## src/rtl/bus_pkg.sv

```systemverilog
// Shared CPU data-bus definitions: store-width codes, timer register map and
// the byte-lane decoder used by every bus responder.
package bus_pkg;

    typedef enum logic [2:0] {
        F3_BYTE = 3'b000,
        F3_HALF = 3'b001,
        F3_WORD = 3'b010
    } store_width_e;

    // Timer registers by word index (byte offset >> 2)
    typedef enum logic [2:0] {
        REG_CTRL   = 3'd0,
        REG_PSC    = 3'd1,
        REG_ARR    = 3'd2,
        REG_CNT    = 3'd3,
        REG_STATUS = 3'd4
    } timer_reg_e;

    localparam int unsigned CTRL_EN      = 0;
    localparam int unsigned CTRL_AUTO    = 1;
    localparam int unsigned CTRL_IRQ_EN  = 2;
    localparam int unsigned CTRL_CLR     = 3;
    localparam int unsigned STATUS_MATCH = 0;

    // Misaligned or unknown store widths yield an empty mask, i.e. no write.
    function automatic logic [3:0] byte_en(input logic [2:0] func3, input logic [1:0] lane);
        case (func3)
            F3_BYTE: return 4'b0001 << lane;
            F3_HALF: return lane[0] ? 4'b0000 : (lane[1] ? 4'b1100 : 4'b0011);
            F3_WORD: return (lane == 2'b00) ? 4'b1111 : 4'b0000;
            default: return 4'b0000;
        endcase
    endfunction

endpackage

```

## src/rtl/timer_prescaler.sv

```systemverilog
// Prescaler for bus_timer: emits a one-cycle tick every psc+1 enabled cycles.
module timer_prescaler #(
    parameter int PSC_W = 16
) (
    input  logic             clk,
    input  logic             reset,
    input  logic             en,
    input  logic             clr,
    input  logic [PSC_W-1:0] psc,
    output logic             tick
);

    logic [PSC_W-1:0] psc_cnt;

    // A clear restarts the period, so the tick in that cycle is dropped.
    assign tick = en && !clr && (psc_cnt == psc);

    always_ff @(posedge clk or negedge reset) begin
        if (!reset) begin
            psc_cnt <= '0;
        end else if (clr) begin
            psc_cnt <= '0;
        end else if (en) begin
            psc_cnt <= (psc_cnt == psc) ? '0 : psc_cnt + PSC_W'(1);
        end
    end

endmodule

```

## src/rtl/bus_timer.sv

```systemverilog
// Memory-mapped 32-bit timer on the CPU data bus: prescaled up-counter with
// compare/reload, one-shot or auto-reload, sticky MATCH and level irq.
module bus_timer
    import bus_pkg::*;
#(
    parameter int PSC_W = 16
) (
    input  logic        clk,
    input  logic        reset,
    input  logic        sel,
    input  logic        we,
    input  logic [31:0] addr,
    input  logic [31:0] wData,
    input  logic [2:0]  func3,
    output logic [31:0] rData,
    output logic        irq
);

    logic             en, auto_rl, irq_en, match;
    logic [PSC_W-1:0] psc;
    logic [31:0]      arr, cnt;

    logic [3:0]  be;
    logic [31:0] wmask, arr_new, cnt_new;
    logic [2:0]  widx;
    logic        wr_ctrl_lo, wr_psc, wr_arr, wr_cnt, w1c_match;
    logic        clr, tick, hw_tick, hit;
    logic        addr_unused;

    assign addr_unused = ^addr[31:5];

    always_comb begin
        be    = (sel && we) ? byte_en(func3, addr[1:0]) : 4'b0000;
        wmask = '0;
        for (int unsigned i = 0; i < 4; i++) begin
            wmask[8*i +: 8] = {8{be[i]}};
        end
        widx       = addr[4:2];
        wr_ctrl_lo = be[0] && (widx == REG_CTRL);
        wr_psc     = (be != 4'b0000) && (widx == REG_PSC);
        wr_arr     = (be != 4'b0000) && (widx == REG_ARR);
        wr_cnt     = (be != 4'b0000) && (widx == REG_CNT);
        w1c_match  = be[0] && (widx == REG_STATUS) && wData[STATUS_MATCH];
        clr        = wr_ctrl_lo && wData[CTRL_CLR];
        arr_new    = (arr & ~wmask) | (wData & wmask);
        cnt_new    = (cnt & ~wmask) | (wData & wmask);
        // A bus write to CNT or a clear swallows the tick entirely.
        hw_tick    = tick && !clr && !wr_cnt;
        hit        = hw_tick && (cnt == arr);
    end

    timer_prescaler #(
        .PSC_W(PSC_W)
    ) u_prescaler (
        .clk  (clk),
        .reset(reset),
        .en   (en),
        .clr  (clr || wr_psc),
        .psc  (psc),
        .tick (tick)
    );

    always_ff @(posedge clk or negedge reset) begin
        if (!reset) begin
            en      <= 1'b0;
            auto_rl <= 1'b0;
            irq_en  <= 1'b0;
            match   <= 1'b0;
            psc     <= '0;
            arr     <= '0;
            cnt     <= '0;
        end else begin
            if (hit && !auto_rl) begin
                en <= 1'b0;
            end
            if (wr_ctrl_lo) begin
                en      <= wData[CTRL_EN];
                auto_rl <= wData[CTRL_AUTO];
                irq_en  <= wData[CTRL_IRQ_EN];
            end
            if (wr_psc) begin
                psc <= PSC_W'((32'(psc) & ~wmask) | (wData & wmask));
            end
            if (wr_arr) begin
                arr <= arr_new;
            end
            if (clr) begin
                cnt <= '0;
            end else if (wr_cnt) begin
                cnt <= cnt_new;
            end else if (hw_tick) begin
                cnt <= hit ? '0 : cnt + 32'd1;
            end
            if (w1c_match) begin
                match <= 1'b0;
            end
            if (hit) begin
                match <= 1'b1;
            end
        end
    end

    always_comb begin
        rData = '0;
        case (widx)
            REG_CTRL:   rData = {29'b0, irq_en, auto_rl, en};
            REG_PSC:    rData = 32'(psc);
            REG_ARR:    rData = arr;
            REG_CNT:    rData = cnt;
            REG_STATUS: rData = {31'b0, match};
            default:    rData = '0;
        endcase
    end

    assign irq = match && irq_en;

endmodule

```

## config.mk

```make
export PLATFORM = sky130hd
export DESIGN_NAME = bus_timer
export DESIGN_NICKNAME = d
export VERILOG_FILES = /design/src/rtl/bus_pkg.sv /design/src/rtl/timer_prescaler.sv /design/src/rtl/bus_timer.sv
export SDC_FILE = /design/constraint.sdc
export NUM_CORES = 1
export LEC_CHECK = 0
export ABC_AREA = 0
export BUFFER_PORTS_ARGS = -buffer_cell sky130_fd_sc_hd__buf_4
export CAP_MARGIN = 10
export CORE_ASPECT_RATIO = 1.2
export CORE_MARGIN = 8
export CORE_UTILIZATION = 25
export CTS_BUF_LIST = sky130_fd_sc_hd__clkbuf_16
export CTS_CLUSTER_SIZE = 20
export DETAILED_ROUTE_END_ITERATION = 6
export SLEW_MARGIN = 30
export SYNTH_ARGS = -nofsm -noshare
export SYNTH_HDL_FRONTEND = slang
export SYNTH_SLANG_ARGS = --single-unit
```

## constraint.sdc

```tcl
create_clock -name clk -period 2.7 [get_ports clk]
set_input_delay 0 -clock clk [delete_from_list [all_inputs] [get_ports clk]]
set_output_delay 0 -clock clk [all_outputs]
set_load 0.01 [all_outputs]
```

# After elaboration in Yosys (flattened, before gate mapping)
# Cells that the tools add are included.
word_totals:
  regBits: 100
  latchBits: 0
  ram_bits: 0
  romBits: 0
  in_bits: 71
  wordCells: 72
  mem_count: 0
classes:
  addsub: 2
  n_mul: 0
  div: 0
  order_cmp: 0
  eq_ne: 8
  n_shift: 1
  mux: 17
  n_bitwise: 8
  reduce_logical: 28
op_table:
  columns: ["op", "count"]
  rows:
  - ["$pmux W32 S5", 1]
  - ["$mux W32", 4]
  - ["$and A32 B32 Y32", 3]
  - ["$or A32 B32 Y32", 2]
  - ["$mux W16", 3]
  - ["$add A32 B1 Y32 const B", 1]
  - ["$eq A32 B32 Y1", 1]
  - ["$not A32 Y32", 1]
  - ["$add A16 B1 Y16 const B", 1]
  - ["$and A16 B16 Y16", 1]
  - ["$eq A16 B16 Y1", 1]
  - ["$mux W4", 4]
  - ["$or A16 B16 Y16", 1]
  - ["$logic_and A1 B1 Y1", 15]
  - ["$pmux W4 S3", 1]
  - ["$eq A3 B2 Y1 const B", 3]
  - ["$eq A3 B1 Y1 const B", 2]
  - ["$logic_not A3 Y1", 2]
  - ["$reduce_bool A2 Y1", 3]
  - ["$logic_not A1 Y1", 4]
  - ["$mux W1", 4]
  - ["$reduce_bool A4 Y1", 1]
  - ["$shl A1 B2 Y4 const A", 1]
  - ["$eq A3 B3 Y1 const B", 1]
  - ["other kinds (3)", 3]

# Logic depth before layout (Yosys ltp)
depth:
  ltp_word: 17
  ltp_mapped: 9

# By module
# A second synthesis with hierarchy kept.
unflattened:
  cells_unflattened: 752
  hier_area_um2: 7020.5
modules_own_cells:
  columns: ["mod", "n_inst", "cells_per_inst", "area_each_um2", "seq_area_each_um2"]
  rows:
  - ["bus_timer", 1, 606, 5803.1, 2102.0]
  - ["timer_prescaler", 1, 146, 1217.4, 400.4]

# Worst setup path before layout
# OpenSTA, ideal clock, no wires.
synth_path:
  kind: "reg-to-reg"
  startpoint: "register u_prescaler.psc_cnt[0]"
  endpoint: "register cnt[28]"
  setup_time_ns: 0.126
  arrival_time_ns: 2.226
  required_time_ns: 2.574
  slack_ns: 0.348
  stages_incl_launch_ff: 9
  cell_sequence: "dfrtp_1 > xor2_1 > nor4_2 > nand4_4 > nor4_4 > or2b_2 > buf_6 > nor2_2 > a221o_1"
synth_between:
  elab_chain_cells: 9
synth_lines:
  columns: ["item", "line", "text"]
  rows:
  - ["from (decl)", "timer_prescaler.sv:13", "logic [PSC_W-1:0] psc_cnt;"]
  - ["from (signal assigned)", "timer_prescaler.sv:24", "psc_cnt <= (psc_cnt == psc) ? '0 : psc_cnt + PSC_W'(1);"]
  - ["$eq A16 B16 Y1 (*)", "timer_prescaler.sv:16", "assign tick = en && !clr && (psc_cnt == psc);"]
  - ["$logic_and A1 B1 Y1 (*)", "timer_prescaler.sv:16", null]
  - ["$logic_and A1 B1 Y1 (*) (2 in a row)", "bus_timer.sv:48", "hw_tick = tick && !clr && !wr_cnt;"]
  - ["$logic_and A1 B1 Y1", "bus_timer.sv:49", "hit = hw_tick && (cnt == arr);"]
  - ["$mux W32", "bus_timer.sv:92", "cnt <= hit ? '0 : cnt + 32'd1;"]
  - ["$mux W32", "bus_timer.sv:91", "end else if (hw_tick) begin"]
  - ["$mux W32", "bus_timer.sv:89", "end else if (wr_cnt) begin"]
  - ["$mux W32", "bus_timer.sv:87", "if (clr) begin"]
  - ["to (signal assigned)", "bus_timer.sv:90", "cnt <= cnt_new;"]
  - ["to (signal assigned)", "bus_timer.sv:92", null]
  - ["to (decl)", "bus_timer.sv:21", "logic [31:0] arr, cnt;"]
# Every way passes the cells marked *; elsewhere a longest branch is shown, timed or not. The select of a mux whose other input is x is not followed.
# A chain may end at the register's enable or synchronous reset.

# Final worst setup path
layout_path:
  startpoint: "register cnt[27]"
  endpoint: "register cnt[28]"
layout_between:
  elab_chain_cells: 6
layout_lines:
  columns: ["item", "line"]
  rows:
  - ["branches (longest 2 deep; another with $add A32 B1 Y32)", null]
  - ["$mux W32 (*)", "bus_timer.sv:92"]
  - ["$mux W32 (*)", "bus_timer.sv:91"]
  - ["$mux W32 (*)", "bus_timer.sv:89"]
  - ["$mux W32 (*)", "bus_timer.sv:87"]
# Every way passes the cells marked *. The select of a mux whose other input is x is not followed.

==> impl_metrics.py <==
metrics = {
    "status": {
        "status": "finished clean",
    },
    "drt": {
        "wl_per_cell_microns": 18.4,
        "wl_met3_microns": 967,
        "drt-initial-drc-count": 326,
        "drc": 0,
        "first_pass_iters": 5,
        "wirelength_mm": 21.6,
        "wirelength_met1_mm": 9.21,
        "vias": 5974,
        "via_per_inst": 5.07,
        "met2_length_mm": 10.9,
        "ant_nets": 0,
        "top_layer": "met4",
    },
    "synth": {
        "netlist_area_sq_mm": 0.00649,
        "synth_edf_count": 0,
        "synthFlopType": "dfrtp_1",
        "ys_types": 67,
        "ys_seq_area_frac": 0.386,
        "synth-warning-count": 0,
        "netlist_instances": 697,
        "synth_seq_cells": 100,
        "yosys.area.top_type": "dfrtp_1",
        "netlist.area_leader.share": 0.386,
        "async_reset_ff_frac": 1.00,
        "avgSynthCellArea_sq_um": 9.31,
        "ys_top_cells_by_area": "dfrtp_1 39%, mux2_2 10%, xor2_1 6.5%, nand2_1 3.6%, nor2_1 3.1%",
        "synthesis.nets": 770,
    },
    "setup_path": {
        "worstSetupPathType": "reg -> reg",
        "required_ps": 2940,
        "endpoint_kind": "flip-flop",
        "r2r_cells": 7,
        "cp_max_fo": 10,
        "start_kind": "flip-flop",
        "r2r-end": "cnt[28]",
        "critPathArrivalTime_ps": 2790,
        "reg2reg_slack_ps": 160,
        "rr_startpoint": "cnt[27]",
    },
    "worst_hold_path": {
        "hold_class": "in -> reg",
        "worstHoldStart": "wData[3]",
        "worstHoldPathCells": 3,
    },
    "clocking": {
        "htree_levels": 3,
        "cts_tree": "built",
        "clockRootBuffer": "clkbuf_16",
        "cts_made_buffers": 9,
        "cts_max_path_buffers": 2,
        "clk_latency_ps": 360,
        "path_clk_slew_ps": 70,
        "cts_sinks": 100,
    },
    "layout": {
        "antennaDiodeCount": 0,
        "final_area_sq_mm": 0.00843,
        "nets": 918,
        "syn2layout_area_growth_pct": 29.9,
        "drive_gt1_frac": 0.281,
    },
    "timing": {
        "fin_crit_ps": 2540,
        "post-route-period-util": 0.942,
        "drv_slew": 0,
        "fmax_mhz": 393,
        "worst_pin_slew_ps": 798,
        "max_slew_margin": 0.462,
        "setup_tns_ps": 0,
        "setup_viol": 0,
        "final_hold_viol_count": 0,
        "rsz0062_at_grt": "no",
        "fin_skew_ps": 5.05,
    },
    "floorplanning": {
        "start_util": 0.254,
        "core_sq_mm": 0.0255,
        "fp.dieArea_sq_mm": 0.0314,
        "fp.dieW_microns": 163,
        "boundaryPins": 104,
        "fp.dieH_microns": 193,
        "fp-row-count": 64,
    },
    "power": {
        "pwr_density_cell_mw_per_mm2": 455,
        "p_sw_mw": 1.21,
        "swShare": 0.315,
        "leakagePower_nw": 3.72,
        "p_int_mw": 2.63,
        "clock_power_share": 0.305,
        "total_power_mw": 3.84,
        "pwr-share-seq": 0.483,
        "ir_drop_mv": 0.256,
        "p_comb_frac": 0.212,
    },
    "flow_run": {
        "maxCapViolCount": 0,
    },
    "grt": {
        "grt_max_degree": 56,
        "grt_pass1_vias": 6194,
        "grt_antenna_before_repair": 0,
        "grt_overflow": 0,
        "grt_pass1_wl_mm": 33.9,
        "grt_use_total": 0.140,
    },
    "place": {
        "globalplace.congestion": 0.919,
        "io_buffers": 76,
        "dp_hpwl_mm": 17.0,
        "place_area_sq_mm": 0.00786,
    },
}
[final cells by class]
type | count | area (sq um)
clock buffers | 9 | 225
clock inverters | 5 | 23.8
fillers | 2649 | 17100
inverters | 13 | 48.8
multi-input cells | 544 | 3790
flip-flops and latches | 100 | 2500
well taps | 330 | 413
repair buffers | 177 | 1430
[cells in the mapped netlist (5+ instances only)]
library cell	n
or3_1	5
o311ai_1	5
mux2i_1	7
nand2b_1	6
xor2_1	48
and3_1	7
and2_1	9
nor3b_1	7
nor4_4	5
dfrtp_1	100
buf_2	5
buf_1	5
nor2_1	53
a21oi_1	35
o21ai_0	34
nor3_1	26
clkbuf_1	29
inv_1	13
nor4_1	14
o211ai_1	10
a22oi_1	24
nand4_1	10
a22o_1	16
mux2_2	60
a221o_1	5
nand2_1	62
nand3_1	27
[repair_timing]
item,4_1_cts,5_1_grt
buffers inserted,0,0
hold buffers,32,0
hold endpoints to repair,120,0
resized for setup,0,1
endpoints found under the setup margin,0,3
[metrics by stage]
| step | hold WS [ps] | utilization | std cells | setup WS, ps |
|---|---|---|---|---|
| finish | 20.2 | 0.330 | 1178 | 157 |
| global route | 23.2 | 0.330 | 1178 | 84.8 |
| CTS | 6.25 | 0.330 | 1178 | 139 |
| detailed placement | 57.9 | 0.308 | 1132 | 158 |
| global placement | 60.3 | 0.308 | 1132 | 208 |
| floorplan | -296 | - | 697 | 348 |
[power groups by stage]
stage / registers, mW / clock network (mW) / logic (mW)
after CTS: 1.85 / 1.21 / 0.823
after global routing: 1.89 / 1.25 / 0.895
after floorplan: 1.84 / 0 / 0.501
after detailed placement: 1.88 / 0 / 0.779
after global placement: 1.87 / 0 / 0.771
final: 1.86 / 1.17 / 0.813
[kinds of logic after synthesis]
group / synth area share
multiplexers: 0.122
buffers and inverters: 0.0328
flip-flops: 0.386
adder cells (fa/ha/maj): 0.00385
AND/OR/NAND/NOR: 0.213
XOR/XNOR: 0.0688
AO/OA/AOI/OAI: 0.175
[worst max path at each step]
stage | startpoint | endpoint | slack, ps | cells past startpoint
after floorplan | u_prescaler.psc_cnt[0] | cnt[28] | 350 | 8
after global placement | flip-flop | cnt[28] | 210 | 7
after detailed placement | flip-flop | cnt[28] | 160 | 7
after CTS | flip-flop | cnt[28] | 140 | 7
after global routing | u_prescaler.psc_cnt[6] | cnt[18] | 80 | 7
final | cnt[27] | cnt[28] | 160 | 7
[worst max-delay path, cell delays in order, from the launching register on]
cell	delay (ps)
dfrtp_1	390
xor2_1	220
nor4_1	470
nand4_1	260
nor4_4	310
or2b_2	340
nor2_2	100
a221o_1	330
[metal layers]
metal,vias up,track usage
met4,0,0.0519
met2,152,0.245
met3,29,0.0248
met5,-,0
met1,2911,0.168
li1,2882,-
[placed cells by master (no fill, tap or decap), drive strengths merged, types with 4 or more instances in the layout]
cell type | Yosys | final
nand2b | 6 | 6
a22oi | 24 | 24
dfrtp | 100 | 100
and2 | 10 | 10
and3 | 7 | 7
a22o | 16 | 16
dlygate4sd3 | 0 | 32
or3 | 5 | 5
a221o | 5 | 5
clkbuf | 29 | 9
nand4 | 11 | 11
nand2 | 63 | 63
nor2b | 4 | 4
nor4 | 20 | 20
inv | 13 | 15
a21oi | 36 | 36
nor3 | 26 | 26
o311ai | 6 | 6
nor3b | 7 | 7
o211ai | 10 | 10
a31oi | 5 | 5
a21o | 4 | 4
mux2i | 7 | 7
buf | 11 | 145
nor2 | 55 | 55
o21ai | 38 | 38
nand3 | 27 | 27
xor2 | 48 | 48
mux2 | 60 | 60
(Power assumes the default switching activity.)
